==> src/rtl/cdec_pkg.sv <==
// cdec_pkg: state, bus-source, write-enable, ALU and opcode-class encodings shared
// by the CDEC sequencer and datapath.
package cdec_pkg;
  typedef enum logic [3:0] {IDLE, F0, F1, F2, E0, E1, E2, E3, E4, HALTED} state_t;
  localparam logic [2:0] XSRC_PC  = 3'd0;
  localparam logic [2:0] XSRC_A   = 3'd1;
  localparam logic [2:0] XSRC_B   = 3'd2;
  localparam logic [2:0] XSRC_C   = 3'd3;
  localparam logic [2:0] XSRC_RD  = 3'd4;
  localparam logic [2:0] XSRC_R   = 3'd5;
  localparam logic [2:0] XSRC_FLG = 3'd6;
  localparam logic [2:0] XSRC_FF  = 3'd7;
  localparam logic [3:0] XDST_PC  = 4'd0;
  localparam logic [3:0] XDST_A   = 4'd1;
  localparam logic [3:0] XDST_B   = 4'd2;
  localparam logic [3:0] XDST_C   = 4'd3;
  localparam logic [3:0] XDST_MA  = 4'd4;
  localparam logic [3:0] XDST_WD  = 4'd5;
  localparam logic [3:0] XDST_I   = 4'd6;
  localparam logic [3:0] XDST_T   = 4'd7;
  localparam logic [3:0] XDST_R   = 4'd8;
  localparam logic [3:0] XDST_FLG = 4'd9;
  localparam logic [4:0] ALU_PASS = 5'd0;
  localparam logic [4:0] ALU_INC  = 5'd1;
  localparam logic [4:0] ALU_ADD  = 5'd2;
  localparam logic [4:0] ALU_SUB  = 5'd3;
  localparam logic [4:0] ALU_AND  = 5'd4;
  localparam logic [4:0] ALU_OR   = 5'd5;
  localparam logic [1:0] CLS_ALU  = 2'd0;
  localparam logic [1:0] CLS_MOV  = 2'd1;
  localparam logic [1:0] CLS_JMP  = 2'd2;
  localparam logic [1:0] CLS_SYS  = 2'd3;
  localparam logic [1:0] SYS_LD   = 2'd0;
  localparam logic [1:0] SYS_ST   = 2'd1;
  localparam logic [1:0] SYS_NOP  = 2'd2;
  localparam logic [1:0] SYS_HALT = 2'd3;
endpackage

==> src/rtl/cdec_seq_decode.sv <==
// cdec_seq_decode: control word and next-state hint from (state, I, SZCy).
// Register field codes 01/10/11 equal both the XSRC code and the XDST bit of A/B/C.
module cdec_seq_decode
  import cdec_pkg::*;
(
  input  state_t     state,
  input  logic [7:0] I,
  input  logic [2:0] SZCy,
  output logic [2:0] xsrc,
  output logic [9:0] xdst,
  output logic [4:0] aluop,
  output logic       mem_we,
  output state_t     nxt
);
  logic [1:0] cls, fn, dd, ss;
  logic       imm, skip, taken;
  logic [2:0] k, b, body_src;
  assign cls = I[7:6];
  assign fn = I[5:4];
  assign dd = I[3:2];
  assign ss = I[1:0];
  assign imm = cls[1] ? 1'b1 : ss == 2'b00;
  assign skip = (cls != CLS_JMP && dd == 2'b00) || (cls == CLS_SYS && fn[1]);
  assign taken = fn == 2'b00 || (fn == 2'b01 && SZCy[1]) || (fn == 2'b10 && SZCy[0]) || (fn == 2'b11 && SZCy[2]);
  // k: index within E0..E4; b: step within the instruction body after the immediate prologue
  assign k = 3'(4'(state) - 4'(E0));
  assign b = imm ? k - 3'd2 : k;
  assign body_src = imm ? XSRC_RD : {1'b0, ss};
  always_comb begin
    xsrc = XSRC_PC;
    xdst = '0;
    aluop = ALU_PASS;
    mem_we = 1'b0;
    nxt = state;
    case (state)
      F0: begin
        xdst[XDST_MA] = 1'b1;
        xdst[XDST_R] = 1'b1;
        aluop = ALU_INC;
        nxt = F1;
      end
      F1: begin
        xsrc = XSRC_RD;
        xdst[XDST_I] = 1'b1;
        nxt = F2;
      end
      F2: begin
        xsrc = XSRC_R;
        xdst[XDST_PC] = 1'b1;
        nxt = (cls == CLS_SYS && fn == SYS_HALT) ? HALTED : skip ? F0 : E0;
      end
      E0, E1, E2, E3, E4: begin
        nxt = state_t'(4'(state) + 4'd1);
        if (imm && k == 3'd0) begin
          xdst[XDST_MA] = 1'b1;
          xdst[XDST_R] = 1'b1;
          aluop = ALU_INC;
        end else if (cls == CLS_JMP) begin
          xsrc = taken ? XSRC_RD : XSRC_R;
          xdst[XDST_PC] = 1'b1;
          nxt = F0;
        end else if (imm && k == 3'd1) begin
          xsrc = XSRC_R;
          xdst[XDST_PC] = 1'b1;
        end else if (cls == CLS_ALU) begin
          if (b == 3'd0) begin
            xsrc = body_src;
            xdst[XDST_T] = 1'b1;
          end else if (b == 3'd1) begin
            xsrc = {1'b0, dd};
            xdst[XDST_R] = 1'b1;
            xdst[XDST_FLG] = 1'b1;
            aluop = ALU_ADD + {3'b0, fn};
          end else begin
            xsrc = XSRC_R;
            xdst[{2'b0, dd}] = 1'b1;
            nxt = F0;
          end
        end else if (cls == CLS_MOV) begin
          xsrc = body_src;
          xdst[{2'b0, dd}] = 1'b1;
          nxt = F0;
        end else if (b == 3'd0) begin
          xsrc = XSRC_RD;
          xdst[XDST_MA] = 1'b1;
        end else if (b == 3'd1) begin
          xsrc = fn == SYS_ST ? {1'b0, dd} : XSRC_RD;
          xdst[fn == SYS_ST ? XDST_WD : {2'b0, dd}] = 1'b1;
          nxt = fn == SYS_ST ? nxt : F0;
        end else begin
          mem_we = 1'b1;
          nxt = F0;
        end
      end
      default: ;
    endcase
  end
endmodule

==> src/rtl/cdec_sequencer.sv <==
// cdec_sequencer: CDEC microsequencer top; state register plus start/halt control.
// Define CDEC_SEQ_STEP_EN to hold each instruction in F0 until a step pulse.
module cdec_sequencer
  import cdec_pkg::*;
(
  input  logic       clock,
  input  logic       reset,
  input  logic       start,
  input  logic       step,
  input  logic [7:0] I,
  input  logic [2:0] SZCy,
  output logic [2:0] xsrc,
  output logic [9:0] xdst,
  output logic [4:0] aluop,
  output logic       mem_we,
  output logic       busy,
  output logic       halted
);
  state_t     state, nxt, dec_nxt;
  logic [2:0] dec_xsrc;
  logic [9:0] dec_xdst;
  logic [4:0] dec_aluop;
  logic       dec_we, hold;
  cdec_seq_decode u_dec (
    .state(state),
    .I(I),
    .SZCy(SZCy),
    .xsrc(dec_xsrc),
    .xdst(dec_xdst),
    .aluop(dec_aluop),
    .mem_we(dec_we),
    .nxt(dec_nxt)
  );
`ifdef CDEC_SEQ_STEP_EN
  assign hold = state == F0 && !step;
`else
  logic unused_step;
  assign unused_step = step;
  assign hold = 1'b0;
`endif
  assign nxt = state == IDLE ? (start ? F0 : IDLE) : hold ? state : dec_nxt;
  always_ff @(posedge clock or posedge reset) begin
    if (reset) state <= IDLE;
    else state <= nxt;
  end
  assign xsrc = hold ? XSRC_PC : dec_xsrc;
  assign xdst = hold ? '0 : dec_xdst;
  assign aluop = hold ? ALU_PASS : dec_aluop;
  assign mem_we = hold ? 1'b0 : dec_we;
  assign busy = state != IDLE && state != HALTED;
  assign halted = state == HALTED;
endmodule
==> config.mk <==
export PLATFORM = sky130hd
export DESIGN_NAME = cdec_sequencer
export DESIGN_NICKNAME = d
export VERILOG_FILES = /design/src/rtl/cdec_pkg.sv /design/src/rtl/cdec_seq_decode.sv /design/src/rtl/cdec_sequencer.sv
export SDC_FILE = /design/constraint.sdc
export NUM_CORES = 1
export LEC_CHECK = 0
export CORE_MARGIN = 1.5
export CORE_UTILIZATION = 49
export DETAILED_ROUTE_END_ITERATION = 6
export GPL_TIMING_DRIVEN = 1
export PLACE_DENSITY = 0.87
export SYNTH_ARGS = -nofsm -noshare
export SYNTH_HDL_FRONTEND = slang
export SYNTH_SLANG_ARGS = --single-unit
==> constraint.sdc <==
create_clock -name clock -period 4.15 [get_ports clock]
set_input_delay 0.83 -clock clock [delete_from_list [all_inputs] [get_ports clock]]
set_output_delay 0.83 -clock clock [all_outputs]
set_load 0.005 [all_outputs]
==> run_results.csv, run 1 <==
group,metric,value,unit
status,status,"complete, no violations",
worst_setup_path,path_class,"primary input to output port",
timing,relSlewSlack,0.666,
timing,min_period,3870,ps
yosys,synth_ff_type,"dfrtp_1",
worst_setup_path,startpoint_type,"primary input",
pwr,power,0.000163,W
yosys,yosysMostFrequentCell,"nand2_1",
timing,finalSetupTns,0,ps
global_route,grt_max_degree,17,
placement,dpl_worst_slack,284,ps
drt,routed_wl,3320,um
pwr,p_per_area,117,nW/um2
run,drv_cap,0,
global_route,antenna_found_initial,0,
yosys,synth-async-reset-ratio,1.00,
drt,wire_per_inst,15.4,um
cts,clockBufferDepth,2,
cells_and_area,drive_gt1_frac,0.106,
cts,cts_max_level,1,
cells_and_area,nNetsFinal,211,
worst_setup_path,arrival,3040,ps
cts,clk_latency,240,ps
worst_setup_path,worstPathMaxFanout,9,
cells_and_area,largest_reg_flops,4,
timing,worst_slew_pin_slew,501,ps
cells_and_area,diodes,0,
global_route,grt_pass1_wl,5570,um
cells_and_area,top_regs,"state: 4 flops",
yosys,ys_seq_elements,4,
global_route,grt.total_usage,0.288,
cts,clkTransAtPathRegs,40,ps
cts,ctsRootBufferMaster,"clkbuf_4",
cts,cts_sinks,4,
pwr,peakVddDrop,0.143,mV
floorplanning,dieHeight,49.1,um
timing,setup_slack,277,ps
cells_and_area,fin_area,1400,um2
cts,cts_resized,0,
timing,hold_viol_final,0,
floorplanning,die_area,2420,um2
placement,place_congestion,0.958,
drt,ant_nets,0,
cts,cts_hold_buffers,0,
floorplanning,fp.coreArea,1980,um2
yosys,synth-edff-count,0,
timing,fmax,258,MHz
pwr,power_leakage,0.550,nW
worst_setup_path,reg2reg_from,"state[1]",
cts,cts_tree,"built",
drt,viasPerCell,6.18,
floorplanning,start_util,0.527,
yosys,seq_area_frac_synth,0.0959,
drt,drc,0,
global_route,overflow,0,
yosys,synth_cells,158,
placement,io_buffers,32,
cts,post_cts_buffers,0,
cells_and_area,top_register,"state",
yosys,yosysTopAreaCellShare,0.0959,
timing,hold_slack,759,ps
timing,drv_slew,0,
timing,clock_skew,7.26,ps
yosys,synth.area.top_cells,"dfrtp_1 (9.6%), a21oi_1 (7.7%), nand2_1 (7.6%), nor2_1 (6.5%), ha_1 (6.0%)",
yosys,yosysWarnings,0,
drt,drt_iter0_drc,65,
timing,grt_setup_unrepaired,"no",
global_route,grt_pass1_vias,1236,
drt,vias,1335,
floorplanning,fp.dieW,49.1,um
yosys,syn_avg_cell_area,6.60,um2
hold_path,hp-class,"flip-flop to flip-flop",
yosys,syn-cell-area,1040,um2
worst_setup_path,crit_path_end_kind,"output port",
floorplanning,io_pins,36,
hold_path,hp-start,"state[1]",
worst_setup_path,cp.required,3320,ps
cts,cts_inserted_buffers,3,
cells_and_area,area_growth,33.9,%
timing,final.period_utilization,0.933,
floorplanning,num_rows,16,
yosys,yosys-top-cells-count,"nand2_1 (21), nor2_1 (18), a21oi_1 (16)",
worst_setup_path,startpoint,"I[1]",
yosys,synth_cell_types,48,
placement,dp_hpwl,2580,um
drt,dr.pass1.iters,5,
placement,placed_area,1380,um2
yosys,synth_top_area_cell,"dfrtp_1",
timing,report.final.setup_viol,0,
## placed cells by master (no fill, tap or decap), drive strengths merged, types with 2 or more instances in the layout
cell type      synthesis  final
nand4                  2      2
dfrtp                  4      4
nor2                  19     19
nor4                   4      4
o21ai                 10     10
a211o                  2      2
a221oi                 3      3
nor2b                  4      4
a21oi                 16     16
nor3b                  2      2
clkdlybuf4s50          0     32
inv                    5      5
nand3                  4      4
nand2b                 6      6
and2                   5      5
and3                   2      2
a211oi                 2      2
or2                    2      2
conb                   1      2
nor3                   6      6
a31oi                  3      3
a21o                   2      2
o22ai                  3      3
buf                    8      7
nand2                 21     21
clkbuf                 4      3
mux2i                  2      2
ha                     5      5
## area by class of cell
class / count / area [um2]
Multi-Input combinational cell: 138 / 850
Fill cell: 160 / 584
Timing Repair Buffer: 39 / 373
Sequential cell: 4 / 100
Tap cell: 27 / 33.8
Clock buffer: 3 / 22.5
Inverter: 5 / 18.8
## power by group
group / switching (W) / internal [W] / leakage (nW) / total [W]
Combinational: 0.0000359 / 0.0000328 / 0.494 / 0.0000687
Sequential: 0.00000354 / 0.0000399 / 0.0422 / 0.0000434
Clock: 0.0000188 / 0.0000325 / 0.0138 / 0.0000513
Total: 0.0000582 / 0.000105 / 0.550 / 0.000163
## per-layer routing
layer,share of wire,GRT usage,vias to the layer above
met5,0,0,-
li1,-,-,633
met2,0.49,0.495,101
met4,0.0042,0.0667,0
met1,0.40,0.381,599
met3,0.10,0.0337,2
## through the flow
step	cells	utilization
finish	216	0.705
global route	216	0.705
CTS	216	0.705
detailed placement	213	0.694
global placement	213	0.694
floorplan	159	-
## critical path, cell delays in order
cell             delay (ps)
clkdlybuf4s50_1         470
o21bai_4                250
mux2_4                  380
a22oi_2                 190
nor3b_2                 240
nand2_1                  70
nor2_1                  100
clkdlybuf4s50_1         510
## logic make-up after synthesis
kind of cell / Yosys count / share of synthesized area
flops: 4 / 0.0959
fa+ha+maj: 5 / 0.0600
mux: 3 / 0.0336
buf+inv: 17 / 0.0935
simple gates: 79 / 0.403
compound gates: 49 / 0.311
other cells: 1 / 0.00359
## path summary, 6_finish.rpt
kind / slack [ps] / to / cells past startpoint
worst max-delay path: 280 / xdst[2] / 8
worst min-delay path: 760 / state[1] / 2
worst max register to register: 1780 / state[1] / 8
worst min register to register: 760 / state[1] / 2
max in group asynchronous: 3210 / state[2] / 2
min in group asynchronous: 770 / state[3] / 2
No activity file was read; power rests on OpenSTA's default activity.
==> inputs of run 2 (changes only) <==
--- a/config.mk
+++ b/config.mk
@@ -5,8 +5,9 @@
 export SDC_FILE = /design/constraint.sdc
 export NUM_CORES = 1
 export LEC_CHECK = 0
+export ABC_AREA = 1
 export CORE_MARGIN = 1.5
-export CORE_UTILIZATION = 49
+export CORE_UTILIZATION = 50
 export DETAILED_ROUTE_END_ITERATION = 6
 export GPL_TIMING_DRIVEN = 1
 export PLACE_DENSITY = 0.87
==> run 2 against run 1 <==
Setup slack better by 72 ps. Non-clock buffer count down 6. Count of clock-buffer cells in the layout unchanged. Final cell count up 17%. Synthesized area up 4.1%. Worst hold slack worse by 160 ps. Sequential cell count unchanged. Sequential share of layout area down 0.25 points. Core utilization up 1.9 points. Clock power down 9.2%. Routed wire length down 6.6%. Critical endpoint is now xsrc[2]. Largest power group unchanged.
==> run_results.csv, run 2 <==
group,metric,value,unit
cells_and_area,area_growth,33.4,%
pwr,p_int,0.0000950,W
pwr,power_leakage,0.689,nW
yosys,synth-edff-count,0,
worst_setup_path,crit_path_end_kind,"output port",
cells_and_area,nNetsFinal,247,
pwr,peakVddDrop,0.198,mV
timing,report.final.setup_viol,0,
yosys,seq_area_frac_synth,0.0922,
worst_setup_path,startpoint_type,"primary input",
yosys,synth_cell_types,29,
cells_and_area,drive_gt1_frac,0.142,
worst_setup_path,cp_top_family,"buffers and inverters",
yosys,synth.area.top_cells,"nand2_1 (19%), inv_1 (10%), dfrtp_1 (9.2%), nor2_1 (6.6%), nand3_4 (6.5%)",
pwr,p_clk_frac,0.327,
yosys,synth-async-reset-ratio,1.00,
floorplanning,dieHeight,49.6,um
drt,viasPerCell,5.35,
pwr,combPwrFrac,0.397,
timing,worst_slew_pin_slew,543,ps
cells_and_area,diodes,0,
drt,routed_wl,3100,um
drt,met2_length,1550,um
worst_setup_path,path_cells,"clkdlybuf4s50_1 > inv_1 > nand2_2 > nand2_8 > nand2_8 > nand2_2 > nor2_2 > nand2_1 > o2111ai_1 > nand3_1 > nand2_1 > clkdlybuf4s50_1",
floorplanning,num_rows,16,
status,status,"complete, no violations",
timing,min_period,3800,ps
global_route,grt_pass1_wl,5070,um
timing,relSlewSlack,0.637,
worst_setup_path,crit_buf_inv,3,
yosys,yosysWarnings,0,
worst_setup_path,slowest_stage,"clkdlybuf4s50_1",
worst_setup_path,cp.required,3320,ps
floorplanning,die_area,2460,um2
worst_setup_path,path_class,"primary input to output port",
yosys,synth_top_area_cell,"nand2_1",
run,drv_cap,0,
cells_and_area,top_register,"state",
floorplanning,fp.dieW,49.6,um
pwr,netSwitchingFraction,0.333,
cts,ctsRootBufferMaster,"clkbuf_4",
placement,place_congestion,0.934,
worst_setup_path,arrival,2970,ps
cells_and_area,layout_commonest_cell,"nand2_1",
cts,cts_sinks,4,
drt,dr.pass1.iters,4,
drt,drt_iter0_drc,26,
cells_and_area,top_regs,"state: 4 flops",
yosys,synth_cells,192,
floorplanning,fp.coreArea,2000,um2
yosys,yosys-top-cells-count,"nand2_1 (55), inv_1 (29), nor2_1 (19)",
hold_path,hp-class,"flip-flop to flip-flop",
cts,clkTransAtPathRegs,30,ps
drt,wire_per_inst,12.3,um
yosys,yosysTopAreaCellShare,0.190,
cells_and_area,largest_reg_flops,4,
drt,met3WireLength,203,um
global_route,grt.total_usage,0.259,
pwr,p_per_area,98.3,nW/um2
cells_and_area,mostFrequentLayoutCells,"nand2_1 (55), clkdlybuf4s50_1 (32), inv_1 (29)",
yosys,syn_avg_cell_area,5.66,um2
yosys,ys_seq_elements,4,
cts,cts_inserted_buffers,3,
cts,cts_max_level,1,
cts,cts_hold_buffers,0,
global_route,overflow,0,
global_route,antenna_found_initial,0,
global_route,grt_max_degree,13,
timing,hold_slack,602,ps
yosys,syn-cell-area,1090,um2
placement,io_buffers,32,
worst_setup_path,max_stage_delay,520,ps
timing,hold_viol_final,0,
placement,dp_hpwl,2620,um
floorplanning,io_pins,36,
drt,vias,1348,
worst_setup_path,worstPathMaxFanout,5,
cts,cts_tree,"built",
timing,finalSetupTns,0,ps
cts,post_cts_buffers,0,
cts,clockBufferDepth,2,
timing,grt_setup_unrepaired,"no",
timing,drv_slew,0,
cts,clk_latency,230,ps
drt,drc,0,
cts,cts_resized,0,
yosys,synth_ff_type,"dfrtp_1",
pwr,power.share.sequential,0.276,
drt,met1Wirelength,1230,um
pwr,switchingPower,0.0000474,W
floorplanning,start_util,0.543,
drt,ant_nets,0,
timing,final.period_utilization,0.916,
drt,top_layer_used,"met4",
timing,clock_skew,2.95,ps
timing,fmax,263,MHz
yosys,yosysMostFrequentCell,"nand2_1",
global_route,grt_pass1_vias,1271,
## run 2: changes by cell type in the layout (fill, tap and decap cells not counted), moves of 6 or more
cell | previous run | this run
nand2_1 | 21 | 55
nand3_1 | 4 | 13
nand2_2 | 0 | 6
inv_1 | 5 | 29
nand2b_1 | 6 | 0
a21oi_1 | 16 | 9
buf_4 | 7 | 1
inv_2 | 0 | 7
## run 2: cell type report
class                   instances  area [um2]
flip-flops and latches          4         100
well taps                      27        33.8
repair buffers                 33         328
inverters                      37         141
fillers                       188         553
multi-input cells             148         823
clock buffers                   3        22.5
## run 2: power groups by stage
stage          combinational, W  sequential [W]  clock (W)
6_report              0.0000566       0.0000392  0.0000466
5_1_grt               0.0000616       0.0000392  0.0000508
4_1_cts               0.0000561       0.0000392  0.0000485
3_5_place_dp          0.0000558       0.0000397          0
3_3_place_gp          0.0000553       0.0000397          0
2_1_floorplan         0.0000341       0.0000397          0
## run 2: cells by family (layout without fill, tap and decap cells)
family / after synthesis / in the layout / synth area share
adder cells (fa/ha/maj): 5 / 5 / 0.0576
AO/OA/AOI/OAI: 26 / 26 / 0.143
flip-flops: 4 / 4 / 0.0922
other: 1 / 2 / 0.00345
buffers and inverters: 41 / 73 / 0.153
XOR/XNOR: 1 / 1 / 0.00807
AND/OR/NAND/NOR: 114 / 114 / 0.543
## run 2: metrics by stage
step / std cells / setup WS [ps] / instance area (um2) / util / total power, W
5_1_grt: 252 / 221 / 1450 / 0.724 / 0.000152
6_report: 252 / 350 / 1450 / 0.724 / 0.000142
3_5_place_dp: 249 / 382 / 1430 / 0.713 / 0.0000955
4_1_cts: 252 / 372 / 1450 / 0.724 / 0.000144
2_1_floorplan: 193 / 1550 / 1090 / - / 0.0000738
3_3_place_gp: 249 / 418 / 1430 / 0.713 / 0.0000950
## run 2: layer usage
metal,GRT usage,vias to the layer above
met3,0.0424,14
met5,0,-
li1,-,673
met2,0.469,62
met1,0.288,599
met4,0.130,0
## run 2: final timing paths
kind                            startpoint       end  slack, ps  cells after the start
worst max-delay path                  I[1]   xsrc[2]        350                     12
worst min-delay path              state[1]  state[1]        600                      2
worst max register to register    state[0]  state[1]       2000                     13
worst min register to register    state[1]  state[1]        600                      2
max in group asynchronous            reset  state[0]       3230                      2
min in group asynchronous            reset  state[3]        770                      2
## run 2: worst reg2reg max path: cells and delay by family, from the launching register on
| family | cells | cell delay (ps) |
|---|---|---|
| AOI/OAI and AO/OA | 1 | 110 |
| adders and majority gates | 1 | 330 |
| buffers and inverters | 3 | 390 |
| DFF | 1 | 540 |
| and+or+nand+nor | 8 | 720 |
==> inputs of run 3 (changes only) <==
--- a/config.mk
+++ b/config.mk
@@ -6,11 +6,12 @@
 export NUM_CORES = 1
 export LEC_CHECK = 0
 export ABC_AREA = 1
+export CAP_MARGIN = 5
 export CORE_MARGIN = 1.5
 export CORE_UTILIZATION = 50
 export DETAILED_ROUTE_END_ITERATION = 6
 export GPL_TIMING_DRIVEN = 1
-export PLACE_DENSITY = 0.87
+export PLACE_DENSITY_LB_ADDON = 0.25
 export SYNTH_ARGS = -nofsm -noshare
 export SYNTH_HDL_FRONTEND = slang
 export SYNTH_SLANG_ARGS = --single-unit
==> run 3 against run 2 <==
Count of clock-buffer cells in the layout unchanged. Sequential power hardly changed. First-iteration DRC count grew 69%. Die area stayed put. Register-to-register slack worse by 80 ps. Sequential share of layout area barely moved. Critical path type unchanged. Critical endpoint is now aluop[2]. Largest power group unchanged.
==> run_results.csv, run 3 (synthesis gave the netlist of run 2 again) <==
group,metric,value,unit
status,status,"complete, no violations",
drt,ant_nets,0,
pwr,power_leakage,0.684,nW
timing,relSlewSlack,0.650,
cells_and_area,fin_util,0.720,
floorplanning,start_util,0.543,
drt,drt_iter0_drc,44,
pwr,p_per_area,99.8,nW/um2
placement,dp_hpwl,2570,um
cells_and_area,area_growth,32.7,%
worst_setup_path,startpoint_type,"primary input",
global_route,grt_max_degree,13,
run,drv_cap,0,
floorplanning,fp.coreArea,2000,um2
floorplanning,die_area,2460,um2
drt,routed_wl,3190,um
cts,ctsRootBufferMaster,"clkbuf_4",
cts,cts_max_level,1,
floorplanning,fp.dieW,49.6,um
cts,post_cts_buffers,0,
global_route,grt.total_usage,0.261,
timing,worst_slew_pin_slew,524,ps
timing,clock_skew,6.18,ps
cells_and_area,top_register,"state",
cells_and_area,mostFrequentLayoutCells,"nand2_1 (55), clkdlybuf4s50_1 (32), inv_1 (29)",
cells_and_area,finalNonFillerCells,251,
cts,clkTransAtPathRegs,40,ps
drt,viasPerCell,5.37,
global_route,grt_pass1_vias,1173,
timing,hold_viol_final,0,
timing,min_period,3880,ps
cts,clockBufferDepth,2,
drt,dr.pass1.iters,4,
cells_and_area,layout_commonest_cell,"nand2_1",
placement,io_buffers,32,
timing,report.final.setup_viol,0,
global_route,grt_pass1_wl,5110,um
cells_and_area,top_regs,"state: 4 flops",
cts,cts_hold_buffers,0,
cts,cts_inserted_buffers,3,
worst_setup_path,worstPathMaxFanout,8,
placement,place_congestion,0.933,
cells_and_area,diodes,0,
timing,finalSetupTns,0,ps
global_route,overflow,0,
global_route,antenna_found_initial,0,
cts,clk_latency,240,ps
worst_setup_path,path_cells,"clkdlybuf4s50_1 > inv_4 > nand2_8 > nand3_4 > nand2_1 > nor2_2 > inv_2 > nor2_2 > inv_2 > nor2_1 > clkdlybuf4s50_1",
drt,vias,1348,
floorplanning,io_pins,36,
floorplanning,num_rows,16,
drt,drc,0,
worst_setup_path,cp_top_family,"buffers and inverters",
timing,final.period_utilization,0.934,
hold_path,hp-class,"flip-flop to flip-flop",
placement,dpl.cell_count,248,
drt,wire_per_inst,12.7,um
worst_setup_path,path_class,"primary input to output port",
floorplanning,dieHeight,49.6,um
worst_setup_path,cp.required,3320,ps
worst_setup_path,arrival,3050,ps
cts,cts_tree,"built",
cells_and_area,nNetsFinal,246,
timing,grt_setup_unrepaired,"no",
pwr,peakVddDrop,0.108,mV
cells_and_area,drive_gt1_frac,0.138,
worst_setup_path,crit_buf_inv,5,
cells_and_area,largest_reg_flops,4,
cts,cts_resized,0,
timing,fmax,258,MHz
worst_setup_path,max_stage_delay,590,ps
cts,cts_sinks,4,
timing,drv_slew,0,
pwr,power,0.000144,W
worst_setup_path,crit_path_end_kind,"output port",
worst_setup_path,slowest_stage,"clkdlybuf4s50_1",
[run 3: changes by cell type in the layout (fill, tap and decap cells not counted)]
cell and change:
buf_4 -1
[run 3: layer usage]
metal	global-route usage	vias to the layer above	share of wire
li1	-	675	-
met1	0.348	615	0.44
met2	0.447	55	0.48
met3	0.0242	3	0.076
met4	0.0694	0	0.0063
met5	0	-	0
[run 3: final cells by class]
cell class	count	area [um2]
Tap cell	27	33.8
Fill cell	178	561
Multi-Input combinational cell	148	823
Clock buffer	3	22.5
Sequential cell	4	100
Timing Repair Buffer	32	320
Inverter	37	141
[run 3: worst paths after layout]
| path | depth (start not counted) | start | to | slack (ps) |
|---|---|---|---|---|
| min in group asynchronous | 2 | reset | state[3] | 780 |
| setup reg to reg | 13 | state[0] | state[1] | 1920 |
| hold reg to reg | 2 | state[3] | state[3] | 660 |
| hold / removal | 2 | state[3] | state[3] | 660 |
| max in group asynchronous | 2 | reset | state[2] | 3220 |
| setup / recovery | 11 | I[7] | aluop[2] | 270 |
[run 3: worst register-to-register path, cell delays in order (launching register included)]
cell	delay, ps
dfrtp_1	570
inv_1	220
ha_1	350
nor2_1	120
nand3_1	90
nand3_1	90
nand2_2	120
inv_1	150
nand2_1	120
o21ai_0	100
inv_1	60
nand2_1	70
nand2_1	50
nand2_1	60
[run 3: where the power goes]
part / leakage, nW / switching, W / internal, W
Sequential: 0.0350 / 0 / 0.0000392
Clock: 0.0138 / 0.0000161 / 0.0000323
Combinational: 0.635 / 0.0000333 / 0.0000229
[run 3: through the flow]
stage / hold WS [ps] / worst slack (ps) / instance area (um2)
6_report: 661 / 272 / 1440
5_1_grt: 690 / 183 / 1440
4_1_cts: 653 / 277 / 1440
3_5_place_dp: 644 / 297 / 1420
3_3_place_gp: 610 / 335 / 1420
2_1_floorplan: 541 / 1550 / 1090
